===== src/rtl/rsa_run_ctrl.sv =====
// Run controller and data-memory arbiter between the host loader, the pipelined processor and data_mem.
// The host owns data memory outside a run and the CPU owns it during a run; run cycles are counted with an optional timeout.
module rsa_run_ctrl #(
    parameter int AW         = 32,
    parameter int RD_LAT     = 1,
    parameter int MAX_CYCLES = 0
) (
    input  logic          clk,
    input  logic          reset,
    input  logic          host_go,
    input  logic          host_abort,
    input  logic          host_req,
    input  logic          host_we,
    input  logic [AW-1:0] host_addr,
    input  logic [31:0]   host_wdata,
    output logic          host_ack,
    output logic [31:0]   host_rdata,
    output logic          busy,
    output logic          done,
    output logic          timeout,
    output logic [31:0]   cycle_count,
    output logic          cpu_start,
    input  logic          cpu_end_flag,
    input  logic          cpu_mem_write,
    input  logic [AW-1:0] cpu_addr,
    input  logic [31:0]   cpu_wdata,
    output logic          mem_we,
    output logic [AW-1:0] mem_addr,
    output logic [31:0]   mem_wdata,
    input  logic [31:0]   mem_rdata
);

    typedef enum logic [1:0] {
        ST_IDLE   = 2'd0,
        ST_ACCESS = 2'd1,
        ST_RUN    = 2'd2,
        ST_DONE   = 2'd3
    } state_t;

    localparam logic [1:0]  RD_LAT_W  = 2'(RD_LAT);
    localparam logic [31:0] MAX_LAST  = 32'(MAX_CYCLES - 1);
    localparam logic [31:0] COUNT_SAT = 32'hFFFF_FFFF;

    state_t        state_r;
    state_t        state_s;
    logic          ret_done_r;
    logic [AW-1:0] addr_r;
    logic [31:0]   wdata_r;
    logic          we_r;
    logic [1:0]    lat_cnt_r;
    logic          host_ack_r;
    logic [31:0]   host_rdata_r;
    logic          busy_r;
    logic          done_r;
    logic          timeout_r;
    logic [31:0]   cycle_count_r;
    logic          req_take_s;
    logic          acc_fin_s;
    logic          tmo_hit_s;
    logic          run_entry_s;
    logic          done_s;
    logic          timeout_s;

    assign tmo_hit_s = (MAX_CYCLES != 0) && (cycle_count_r == MAX_LAST);

    // Next-state selection with go over req, and abort over end_flag over timeout
    always_comb begin
        state_s     = state_r;
        req_take_s  = 1'b0;
        acc_fin_s   = 1'b0;
        run_entry_s = 1'b0;
        case (state_r)
            ST_IDLE, ST_DONE: begin
                if (host_go) begin
                    state_s     = ST_RUN;
                    run_entry_s = 1'b1;
                end else if (host_req) begin
                    state_s    = ST_ACCESS;
                    req_take_s = 1'b1;
                end else begin
                    state_s = state_r;
                end
            end
            ST_ACCESS: begin
                if (we_r || (lat_cnt_r == RD_LAT_W)) begin
                    acc_fin_s = 1'b1;
                    state_s   = ret_done_r ? ST_DONE : ST_IDLE;
                end else begin
                    state_s = ST_ACCESS;
                end
            end
            ST_RUN: begin
                if (host_abort) begin
                    state_s = ST_IDLE;
                end else if (cpu_end_flag || tmo_hit_s) begin
                    state_s = ST_DONE;
                end else begin
                    state_s = ST_RUN;
                end
            end
            default: begin
                state_s = ST_IDLE;
            end
        endcase
    end

    // Next done/timeout flags; done stays up through a host access made from DONE
    always_comb begin
        done_s    = 1'b0;
        timeout_s = timeout_r;
        if (state_s == ST_DONE) begin
            done_s = 1'b1;
        end else if (state_s == ST_ACCESS) begin
            done_s = (state_r == ST_DONE) || ((state_r == ST_ACCESS) && ret_done_r);
        end else begin
            done_s = 1'b0;
        end
        if (state_r == ST_RUN) begin
            timeout_s = (state_s == ST_DONE) && !cpu_end_flag;
        end else if (run_entry_s) begin
            timeout_s = 1'b0;
        end else begin
            timeout_s = timeout_r;
        end
    end

    // State, latched host request, read capture, run counter and registered status outputs
    always_ff @(posedge clk or negedge reset) begin
        if (!reset) begin
            state_r       <= ST_IDLE;
            ret_done_r    <= 1'b0;
            addr_r        <= '0;
            wdata_r       <= 32'h0;
            we_r          <= 1'b0;
            lat_cnt_r     <= 2'd0;
            host_ack_r    <= 1'b0;
            host_rdata_r  <= 32'h0;
            busy_r        <= 1'b0;
            done_r        <= 1'b0;
            timeout_r     <= 1'b0;
            cycle_count_r <= 32'h0;
        end else begin
            state_r    <= state_s;
            host_ack_r <= acc_fin_s;
            busy_r     <= (state_s == ST_RUN);
            done_r     <= done_s;
            timeout_r  <= timeout_s;
            if (req_take_s) begin
                addr_r     <= host_addr;
                wdata_r    <= host_wdata;
                we_r       <= host_we;
                ret_done_r <= (state_r == ST_DONE);
                lat_cnt_r  <= 2'd0;
            end else if (state_r == ST_ACCESS) begin
                lat_cnt_r <= lat_cnt_r + 2'd1;
            end else begin
                lat_cnt_r <= lat_cnt_r;
            end
            if (acc_fin_s && !we_r) begin
                host_rdata_r <= mem_rdata;
            end else begin
                host_rdata_r <= host_rdata_r;
            end
            if (run_entry_s) begin
                cycle_count_r <= 32'h0;
            end else if ((state_r == ST_RUN) && (cycle_count_r != COUNT_SAT)) begin
                cycle_count_r <= cycle_count_r + 32'h1;
            end else begin
                cycle_count_r <= cycle_count_r;
            end
        end
    end

    // Memory port mux: CPU passes straight through in RUN, otherwise only the latched host access
    always_comb begin
        mem_we    = 1'b0;
        mem_addr  = addr_r;
        mem_wdata = wdata_r;
        if (state_r == ST_RUN) begin
            mem_we    = cpu_mem_write;
            mem_addr  = cpu_addr;
            mem_wdata = cpu_wdata;
        end else begin
            mem_we = (state_r == ST_ACCESS) && we_r && (lat_cnt_r == 2'd0);
        end
    end

    assign host_ack    = host_ack_r;
    assign host_rdata  = host_rdata_r;
    assign busy        = busy_r;
    assign cpu_start   = busy_r;
    assign done        = done_r;
    assign timeout     = timeout_r;
    assign cycle_count = cycle_count_r;

endmodule


===== config.mk =====
export PLATFORM = sky130hd
export DESIGN_NAME = rsa_run_ctrl
export DESIGN_NICKNAME = d
export VERILOG_FILES = /design/src/rtl/rsa_run_ctrl.sv
export SDC_FILE = /design/constraint.sdc
export NUM_CORES = 1
export LEC_CHECK = 0
export CAP_MARGIN = 20
export CORE_MARGIN = 1
export CORE_UTILIZATION = 42
export DETAILED_ROUTE_END_ITERATION = 12
export HOLD_SLACK_MARGIN = 0.15
export PLACE_DENSITY = 0.81
export SYNTH_ARGS = -nofsm -noshare
export SYNTH_HDL_FRONTEND = slang
export SYNTH_SLANG_ARGS = --single-unit

===== constraint.sdc =====
create_clock -name clk -period 3.3 [get_ports clk]
set_clock_uncertainty 0.15 [all_clocks]
set_input_delay 0.66 -clock clk [delete_from_list [all_inputs] [get_ports clk]]
set_output_delay 0.66 -clock clk [all_outputs]
set_load 0.05 [all_outputs]

* After elaboration in Yosys (flattened, before gate mapping)
Index checks and enable logic that the tools add are counted.
** Cells by class
- Muxes and demuxes :: 25
- Add/subtract/negate cells :: 2
- Reductions and logical operators :: 16
- Equality and inequality tests :: 8
** Operators with widths (count)
- two-way mux 32 bit :: 4
- adder 32 x 1 -> 32 bit (second input constant) :: 1
- != test 32 bit (second input constant) :: 1
- two-way mux 2 bit :: 7
- two-way mux 1 bit :: 13
- equality test 2 bit (second input constant) :: 4
- equality test 2 x 1 -> 1 bit (second input constant) :: 3
- logical AND 1 bit :: 6
- one-hot mux 2 bit (3 select lines) :: 1
- nonzero test 2 bit :: 3
- logical NOT 2 bit :: 2
- adder 2 x 1 -> 2 bit (second input constant) :: 1
- logical NOT 1 bit :: 2
- logical OR 1 bit :: 2
- OR reduction 2 bit :: 1
** Storage, ports and cells
- Input bits :: 168
- Output and inout bits :: 134
- Logic and storage cells :: 63
- Flip-flop bits (word level) :: 138

* Longest topological paths before layout
Gate-level depths: netlist (run 1).
- Depth after elaboration :: 7
- Depth in mapped cells :: 8
- Mapped depth without buffers :: 7

* Worst setup path after synthesis (run 1)
No wires, ideal clock.
- Path type :: flip-flop to output port
- Start point :: register state_r[0]
- End point :: output mem_we
- Data required time :: 2490 ps
- Slack :: 87 ps
- Stages on the path, launching flop included :: 7
- Path buffers :: 3
- Data arrival time :: 2403 ps
- Cell sequence :: dfrtp_1 -> inv_1 -> ha_1 -> clkbuf_1 -> clkbuf_1 -> buf_1 -> o21ai_0
** On the way
- Word-level cells in the longest chain between the ends :: 4
- Elaborated cells between the ends (all ways) :: 5
- Classes of those cells :: eq/ne (2); mux (1); reduce/logical (2)
** RTL lines
- from (decl) :: line 44 : state_t state_r;
- from (signal assigned) :: line 143 : state_r <= state_s;
- equality test 2 x 1 -> 1 bit :: line 184 : mem_we = (state_r == ST_ACCESS) && we_r && (lat_cnt_r == 2'd0);
- logical AND 1 bit (2 in a row) :: line 184
- two-way mux 1 bit (*) :: line 179 : if (state_r == ST_RUN) begin
- to (decl) :: line 27 : output logic mem_we,
Mark *: on every way between the ends. The rest lies on a longest branch, timed or not.

* Final worst setup path (run 1)
- Start point :: register state_r[0]
- End point :: output mem_wdata[19]
** On the way
- Word-level cells in the longest chain between the ends :: 2
** RTL lines
- equality test 2 bit :: line 179
- two-way mux 32 bit :: line 179
- to (decl) :: line 29 : output logic [31:0] mem_wdata,
No other way between the ends.

==> results of run 1 <==
layer usage:
| layer | global-route usage | share of wire | vias up | routed length, um |
|---|---|---|---|---|
| li1 | - | - | 2504 | - |
| met1 | 0.277 | 0.40 | 2656 | 7360 |
| met2 | 0.409 | 0.52 | 220 | 9540 |
| met3 | 0.0582 | 0.063 | 28 | 1160 |
| met4 | 0.0959 | 0.020 | 0 | 377 |
| met5 | 0 | 0 | - | 0 |
layout make-up:
type | instances | area share
inverters | 10 | 0.00364
clock buffers | 18 | 0.0417
multi-input cells | 339 | 0.288
flip-flops and latches | 138 | 0.335
well taps | 211 | 0.0256
repair buffers | 311 | 0.289
clock inverters | 14 | 0.0168
flip-flops by register name, summed over array words and instances, names as in the netlist, 2 cells and up:
register     count
wdata_r         32
cycle_count     32
host_rdata      32
state_r          2
addr_r          32
lat_cnt_r        2
layout by cell type, fill, tap and decap left out, types with 3 or more instances in the layout:
master,instances
mux2_2,156
mux2_1,6
o21ai_0,4
dfrtp_1,138
o31ai_1,12
nand2_1,22
inv_1,10
ha_1,5
a21oi_1,23
o21ai_1,8
or3_1,11
buf_4,70
or4_1,14
o21a_1,3
o211ai_1,3
nor4_1,3
nand3_1,11
xor2_1,4
xnor2_1,3
and3_1,3
nand4_1,6
nor2_1,15
clkinvlp_4,5
clkdlybuf4s50_1,235
clkbuf_16,17
buf_12,4
bufinv_16,3
metrics by stage:
stage / std cells / power [uW] / setup slack (ns)
after floorplan: 517 / 7400 / 0.0870
after global placement: 1008 / 9300 / 0.715
after detailed placement: 1008 / 9450 / 0.636
after CTS: 1041 / 11400 / 0.321
after global routing: 1041 / 11800 / 0.272
final: 1041 / 11300 / 0.370
power groups by stage:
| stage | combinational (uW) | sequential, uW | clock, uW |
|---|---|---|---|
| after global routing | 6920 | 2870 | 2050 |
| after CTS | 6670 | 2790 | 1980 |
| after global placement | 6530 | 2770 | 0 |
| final | 6610 | 2790 | 1940 |
| after floorplan | 3900 | 3500 | 0 |
| after detailed placement | 6640 | 2800 | 0 |
cell usage after synthesis, drive strengths merged (4+ instances only):
master / n
xor2: 4
buf: 14
or4: 15
nand4: 7
nor2: 15
nand2: 22
o31ai: 12
clkbuf: 16
inv: 10
o21ai: 12
or3: 11
mux2: 162
a21oi: 23
dfrtp: 138
ha: 6
nand3: 12
nor4: 4
critical path, cell delays in order (launching register included):
cell and delay (ns):
dfrtp_1 0.42, inv_1 0.12, ha_4 0.20, buf_4 0.35, mux2_2 0.40, buf_4 0.19
path summary, 6_finish.rpt:
check / startpoint / endpoint / slack (ns) / depth (start not counted)
min in group asynchronous: reset / cycle_count[16] / 0.68 / 2
setup reg to reg: cycle_count[0] / cycle_count[17] / 0.62 / 7
setup / recovery: state_r[0] / mem_wdata[19] / 0.37 / 5
hold reg to reg: host_rdata[3] / host_rdata[3] / 0.34 / 1
hold / removal: host_rdata[3] / host_rdata[3] / 0.34 / 1
max in group asynchronous: reset / addr_r[12] / 1.61 / 3
logic make-up (layout without fill, tap and decap cells):
family	count (synthesis)	after routing
muxes	163	163
DFF	138	138
and+or+nand+nor	100	100
AOI/OAI and AO/OA	63	63
buffers and inverters	40	353
xor gates and xnor gates	7	7
adders and majority gates	6	6
==> results.md, run 1 <==
* # setup viols final at 0
* CTS tree: built
* Sw frac at 0.460
* Synth cell types at 46
* Outcome: completed
* Worst setup EP type: primary output
* Largest area contributor in the netlist: dfrtp_1
* Post-CTS Resized at 0
* Synth top area share at 0.525
* Clock network fraction of total power at 0.171
* Arr. time, crit path at 2.12 ns
* Simple-gate area share of the yosys netlist at 0.0855
* Multi-input gate area at 2970 sq um
* Hold Slack at 0.345 ns
* Sequential share of the synthesized area at 0.525
* Routed Antenna Nets at 0
* Startpoint Class: flip-flop
* Initial Utilization at 0.431
* GRT Resource Usage Total at 0.235
* Fill cell count at 1105
* Pin count of the biggest net entering global routing at 74
* Worst-Skew Late Latency at 0.42 ns
* Final setup TNS at 0 ns
* ANT cells at 0
* Period Utilization, post-route at 0.888
* Proportion of synthesized area in mux cells at 0.279
* Vias per inst at ~5.2
* FP Rows at between 40 and 50
* Async SR Flop Fraction at 1.00
* CTS Buf Count at 17
* Worst slew pin tran at 1.03 ns
* Design area at 10300 sq um
* Post-Synth XOR/XNOR Area at 0.00933
* Peak fanout along the critical path at 26
* Drt total wl at roughly 18000 um
* Critical path type: flip-flop to primary output
* Nets at 991
* DR DRC count at 0
* Post-synth EDFFs at 0
* Leakage at roughly 0.0042 uW
* Setup repair after global routing missed its margin: false
* Die Width at 127 um
* Req. time, crit path at 2.49 ns
* Int Pwr at between 6000 and 7000 uW
* Post-synthesis compound-gate area fraction at 0.0640
* GPL Wtd Cong at between 0.8 and 0.9
* Initial antenna violation count at 0
* H-tree depth at 4
* First-pass GRT wire length at around 29000 um
* PortBufs at 301
* Worst vdd ir at 0.879 mV
* Core Region at 15300 sq um
* Cell count after synthesis at 517
* Mean Syn Cell Area at 12.7 sq um
* Number of synthesized register bits at between 100 and 150
* Max frequency at 341 MHz
* Reg power frac at 0.246
* # Post-CTS Setup Buffers at 0
* Synth top area cells: dfrtp_1, mux2_2, a21oi_1, or4_1, o31ai_1
* Max Slew Vio Count at 0
* Die ar. at 16200 sq um
* HPWL after DPL at 13600 um
* Vias in the first global route at about 5700
* Clock buffer depth at 2
* # IOs at ~300
* Synth-to-layout area growth at 56.7%
* Cts hold-fix bufs at 1
* Drt pass-1 iters at 5
* Register cell area after layout at 3450 sq um
* Path type of the worst min-delay path: flip-flop to flip-flop
* Fraction of layout cells with a size suffix above 1 at 0.329
* Via Count at 5408
* Initial DRC Count at 289
* GR Overflow Total at 0
* Yosys warnings at 0
* Logic gate share of total power at 0.583
* Max-Cap Viols at 0
* Min Tclk post-route at a little under 3 ns
* Net Sw Power at around 5200 uW
* Clock slew seen by the registers of the worst setup and hold paths at 0.06 ns
* Clock Sink Count at 138
* Mapped cell area at between 6000 and 7000 sq um
* Cell area power density at between 1000 and 1500 nW/um^2
* DP Area at 9690 sq um
* Routed len/inst at 17.7 um
* Largest family of logic cells by synthesized area: multiplexers
* Adder-cell share of the synthesized area at 0.0114
* Final Hold Vio Count at 0
* Syn Nets at between 600 and 700
* Root buf cell: clkbuf_16
* Top FF cell, synth: dfrtp_1
* Slew HR at 0.314
* Die height at 127 um
* Final core utilization at 0.675
Power figures use the tool's default switching activity.
==> run 2: changes to the inputs <==
Settings changed: CORE_UTILIZATION 42 to 39, PLACE_DENSITY 0.81 to 0.76.
==> run 2 against run 1 <==
Compared with the run above:
- setup slack better by 0.033 ns
- register-to-register slack worse by 0.04 ns
- core utilization fell by 4.9 points
- global-route usage down 2.4 points
- sequential power about the same
- final area is 0.40% higher
==> results.md, run 2 (synthesis results as in run 1) <==
* Cts hold-fix bufs at 1
* CP top delay family: buffers and inverters
* Top sig layer: met4
* Min Tclk post-route at 2.90 ns
* Worst-Skew Late Latency at 0.41 ns
* Core Region at 16500 sq um
* Final setup TNS at 0 ns
* GPL Wtd Cong at 0.816
* Final Hold Vio Count at 0
* Leakage at 0.00425 uW
* Die ar. at 17400 sq um
* Vias per inst at 5.10
* Max frequency at 345 MHz
* Initial Utilization at 0.398
* Routed Antenna Nets at 0
* CP dominant cell by count: buf_4
* Max stage delay on crit path at 0.42 ns
* H-tree depth at 4
* Slowest stage cell on the critical path: dfrtp_1
* # IOs at 302
* Reg2reg path depth at 7
* Worst slew pin tran at 1.05 ns
* Critical Path Sink: mem_wdata[27]
* Slew HR at 0.303
* # placed instances at 1016
* Synth-to-layout area growth at 57.4%
* DR DRC count at 0
* PortBufs at 301
* Routed wl met3 at 1040 um
* Max Slew Vio Count at 0
* Cell area power density at 1100 nW/um^2
* Clock Sink Count at 138
* Startpoint Class: flip-flop
* Max-Cap Viols at 0
* Worst reg2reg path endpoint: cycle_count[11]
* Path type of the worst min-delay path: flip-flop to flip-flop
* Vias in the first global route at 5695
* Critical path type: flip-flop to primary output
* First-pass GRT wire length at around 29000 um
* Pin count of the biggest net entering global routing at 74
* Die Width at 132 um
* HPWL after DPL at 13400 um
* Most common cell after layout, fill and taps aside: clkdlybuf4s50_1
* CP Cell Sequence: inv_1, ha_4, buf_4, mux2_2, buf_4
* Root buf cell: clkbuf_16
* GRT Resource Usage Total at 0.210
* FF-to-FF setup slack at 0.58 ns
* # setup viols final at 0
* ANT cells at 0
* Worst setup EP type: primary output
* Initial DRC Count at ~190
* Buf/Inv on CP at 3
* FP Rows at 47
* Peak fanout along the critical path at 26
* Die height at roughly 130 um
* Clock buffer depth at 2
* Period Utilization, post-route at 0.878
* Worst Setup SP: state_r[0]
* DR WL met2 at 9330 um
* Drt total wl at 17800 um
* CTS tree: built
* Req. time, crit path at approximately 2.5 ns
* DRT met1 WL at 6990 um
* # Post-CTS Setup Buffers at 0
* Via Count at 5345
* Fraction of layout cells with a size suffix above 1 at 0.327
* Finished Layout Cells at 1048
* GR Overflow Total at 0
* Initial antenna violation count at 0
* Post-CTS Resized at 0
* FF-to-FF Start: cycle_count[0]
* CTS Buf Count at 17
* Routed len/inst at 17.0 um
* Most frequent cells in the layout: clkdlybuf4s50_1, mux2_2, dfrtp_1
* Worst vdd ir at 1.03 mV
* Nets at about 1000
* Outcome: completed
* Setup repair after global routing missed its margin: false
* CP Depth at 5
* Clock slew seen by the registers of the worst setup and hold paths at around 0.060 ns
* Drt pass-1 iters at 6
* Arr. time, crit path at 2.09 ns
-- run 2: cell types whose count changed in the layout (fill, tap and decap cells not counted) --
cell        delta
clkinvlp_4     -5
bufinv_16      +2
clkinv_2       +2
buf_4          -1
clkbuf_8       +1
inv_6          -1
-- run 2: per-stage QoR --
stage           util  cell area (sq um)  total power, uW  hold slack, ns  setup slack, ns
2_1_floorplan      -               6570             7400           0.214           0.0870
3_3_place_gp   0.587               9700             9300           0.328            0.743
3_5_place_dp   0.587               9700             9430           0.334            0.602
4_1_cts        0.626              10300            11500           0.350            0.360
5_1_grt        0.626              10300            11900           0.365            0.302
6_report       0.626              10300            11400           0.348            0.403
-- run 2: worst register-to-register path, delay by kind of cell, from the launching register on --
kind,cells,cell delay (ns)
buffers and inverters,1,0.36
and+or+nand+nor,3,0.98
DFF,1,0.43
adders and majority gates,1,0.22
AOI/OAI and AO/OA,2,0.41
-- run 2: how the worst min path moves through the flow --
stage	start	end	cells past startpoint
floorplan	reset	addr_r[0]	0
global placement	host_rdata[6]	host_rdata[6]	1
detailed placement	host_rdata[5]	host_rdata[5]	1
CTS	host_rdata[5]	host_rdata[5]	1
global route	host_rdata[6]	host_rdata[6]	1
finish	host_rdata[20]	host_rdata[20]	1
-- run 2: final cells by class --
cell class	count	area [sq um]
clock buffer	19	443
clock inverter	12	196
fill	1293	6180
inverter	10	37.5
multi-input combinational	339	2970
sequential	138	3450
tap	220	275
timing repair buffer	310	2970
-- run 2: metal layers --
metal | global-route usage | vias to the layer above
met4 | 0.0885 | 0
met3 | 0.0600 | 35
met2 | 0.374 | 203
li1 | - | 2481
met5 | 0 | -
met1 | 0.234 | 2626
-- run 2: power breakdown --
group / switching (uW) / internal [uW]
combinational: 4050 / 2540
sequential: 403 / 2380
clock: 701 / 1360
total: 5150 / 6280
==> run 3: changes to the inputs <==
Settings changed: CORE_UTILIZATION 39 to 42, PLACE_DENSITY 0.76 to 0.81, SETUP_SLACK_MARGIN set to 0.2.
==> run 3 against run 2 <==
Compared with the run above:
- flip-flop and latch count unchanged
- total power down 2.7%
- cell count down 0.76%
- clock power down 18%
- sequential share of layout area up 0.38 points
- non-clock buffer count up 1
- fmax down 1.4%
- first-iteration DRC count up 35%
- setup slack worse by 0.042 ns
==> results.md, run 3 (synthesis results as in run 1) <==
* HPWL after DPL at 13700 um
* PortBufs at ~300
* Synth-to-layout area growth at 55.6%
* Clock Sink Count at 138
* Die Width at 127 um
* Peak fanout along the critical path at between 40 and 50
* Most common cell after layout, fill and taps aside: clkdlybuf4s50_1
* Worst-Skew Late Latency at 0.42 ns
* Final Hold Vio Count at 0
* Die ar. at roughly 16000 sq um
* Worst vdd ir at around 0.77 mV
* GPL Wtd Cong at roughly 0.84
* Root buf cell: clkbuf_16
* Setup repair after global routing missed its margin: false
* Fill cell count at 1164
* Core Region at 15300 sq um
* Routed Antenna Nets at 0
* CTS tree: built
* # setup viols final at 0
* Vias in the first global route at 5840
* Critical path type: flip-flop to primary output
* Arr. time, crit path at between 2 and 2.5 ns
* DR DRC count at 0
* Max Slew Vio Count at 0
* Clock slew seen by the registers of the worst setup and hold paths at 0.06 ns
* CP Cell Sequence: inv_1, ha_4, buf_12, mux2_2, buf_4
* Routed len/inst at about 18 um
* CTS Buf Count at 17
* Worst slew pin tran at 0.677 ns
* CP top delay family: buffers and inverters
* Die height at 127 um
* H-tree depth at 4
* Vias per inst at between 5 and 6
* GR Overflow Total at 0
* GRT Resource Usage Total at 0.237
* # IOs at a little over 300
* Initial antenna violation count at 0
* Buf/Inv on CP at 3
* Path type of the worst min-delay path: flip-flop to flip-flop
* Nets at between 900 and 1000
* ANT cells at 0
* Slew HR at 0.545
* FP Rows at 45
* Final setup TNS at 0 ns
* Min Tclk post-route at 2.94 ns
* Post-route total power at 11100 uW
* Max frequency at 340 MHz
* Max-Cap Viols at 0
* Drt pass-1 iters at 4
* Period Utilization, post-route at 0.891
* Clock buffer depth at 2
* Req. time, crit path at ~2.5 ns
* Most frequent cells in the layout: clkdlybuf4s50_1, mux2_2, dfrtp_1
* Drt total wl at 18700 um
* Fraction of layout cells with a size suffix above 1 at 0.329
* Pin count of the biggest net entering global routing at 64
* Initial DRC Count at approximately 250
* Initial Utilization at 0.431
* Leakage at between 0.004 and 0.005 uW
* Worst setup EP type: primary output
* Startpoint Class: flip-flop
* Max stage delay on crit path at around 0.4 ns
* Slowest stage cell on the critical path: dfrtp_1
* First-pass GRT wire length at 29600 um
* Final core utilization at 0.670
* Cell area power density at 1090 nW/um^2
* Via Count at 5383
* Pre-CTS WS at roughly 0.54 ns
* Outcome: completed
* Worst setup slack after layout at ~0.36 ns
## run 3: worst register-to-register path: stages, from the launching register on
cell,delay (ns)
dfrtp_1,0.44
ha_1,0.22
nand3_2,0.19
or4_4,0.61
o41ai_4,0.34
buf_4,0.36
nor4_1,0.09
o21a_1,0.18
## run 3: what timing repair did
item	CTS	global route
resized for setup	0	0
endpoints found under the setup margin	8	0
hold buffers	1	0
hold endpoints to repair	61	0
setup buffers	1	0
## run 3: metrics by stage
step	cells	hold slack [ns]	instance area, sq um
after floorplan	517	0.214	6570
after global placement	1007	0.323	9680
after detailed placement	1007	0.335	9680
after CTS	1040	0.349	10200
after global routing	1040	0.367	10200
final	1040	0.353	10200
## run 3: layer usage
metal / vias to the layer above / share of wire / track usage
li1: 2478 / - / -
met1: 2651 / 0.38 / 0.267
met2: 222 / 0.53 / 0.425
met3: 32 / 0.072 / 0.0678
met4: 0 / 0.021 / 0.0938
met5: - / 0 / 0
## run 3: area by class of cell
type	count	area (sq um)	share of cell area
sequential	138	3450	0.338
timing repair buffer	311	2990	0.292
multi-input combinational	339	2970	0.290
clock buffer	18	439	0.0429
tap	211	264	0.0258
clock inverter	13	81.3	0.00795
inverter	10	37.5	0.00367
## run 3: where the power goes
group | internal, uW | switching (uW) | leakage (uW)
clock | 963 | 714 | 0.000249
sequential | 2380 | 413 | 0.00170
combinational | 2560 | 4090 | 0.00223
## run 3: final timing paths
kind	startpoint	end	slack, ns	cells after the start
setup / recovery	state_r[0]	mem_wdata[14]	0.36	5
hold / removal	wdata_r[15]	wdata_r[15]	0.35	1
setup reg to reg	cycle_count[0]	cycle_count[6]	0.61	7
hold reg to reg	wdata_r[15]	wdata_r[15]	0.35	1
max in group asynchronous	reset	host_rdata[12]	1.63	3
min in group asynchronous	reset	cycle_count[30]	0.64	2
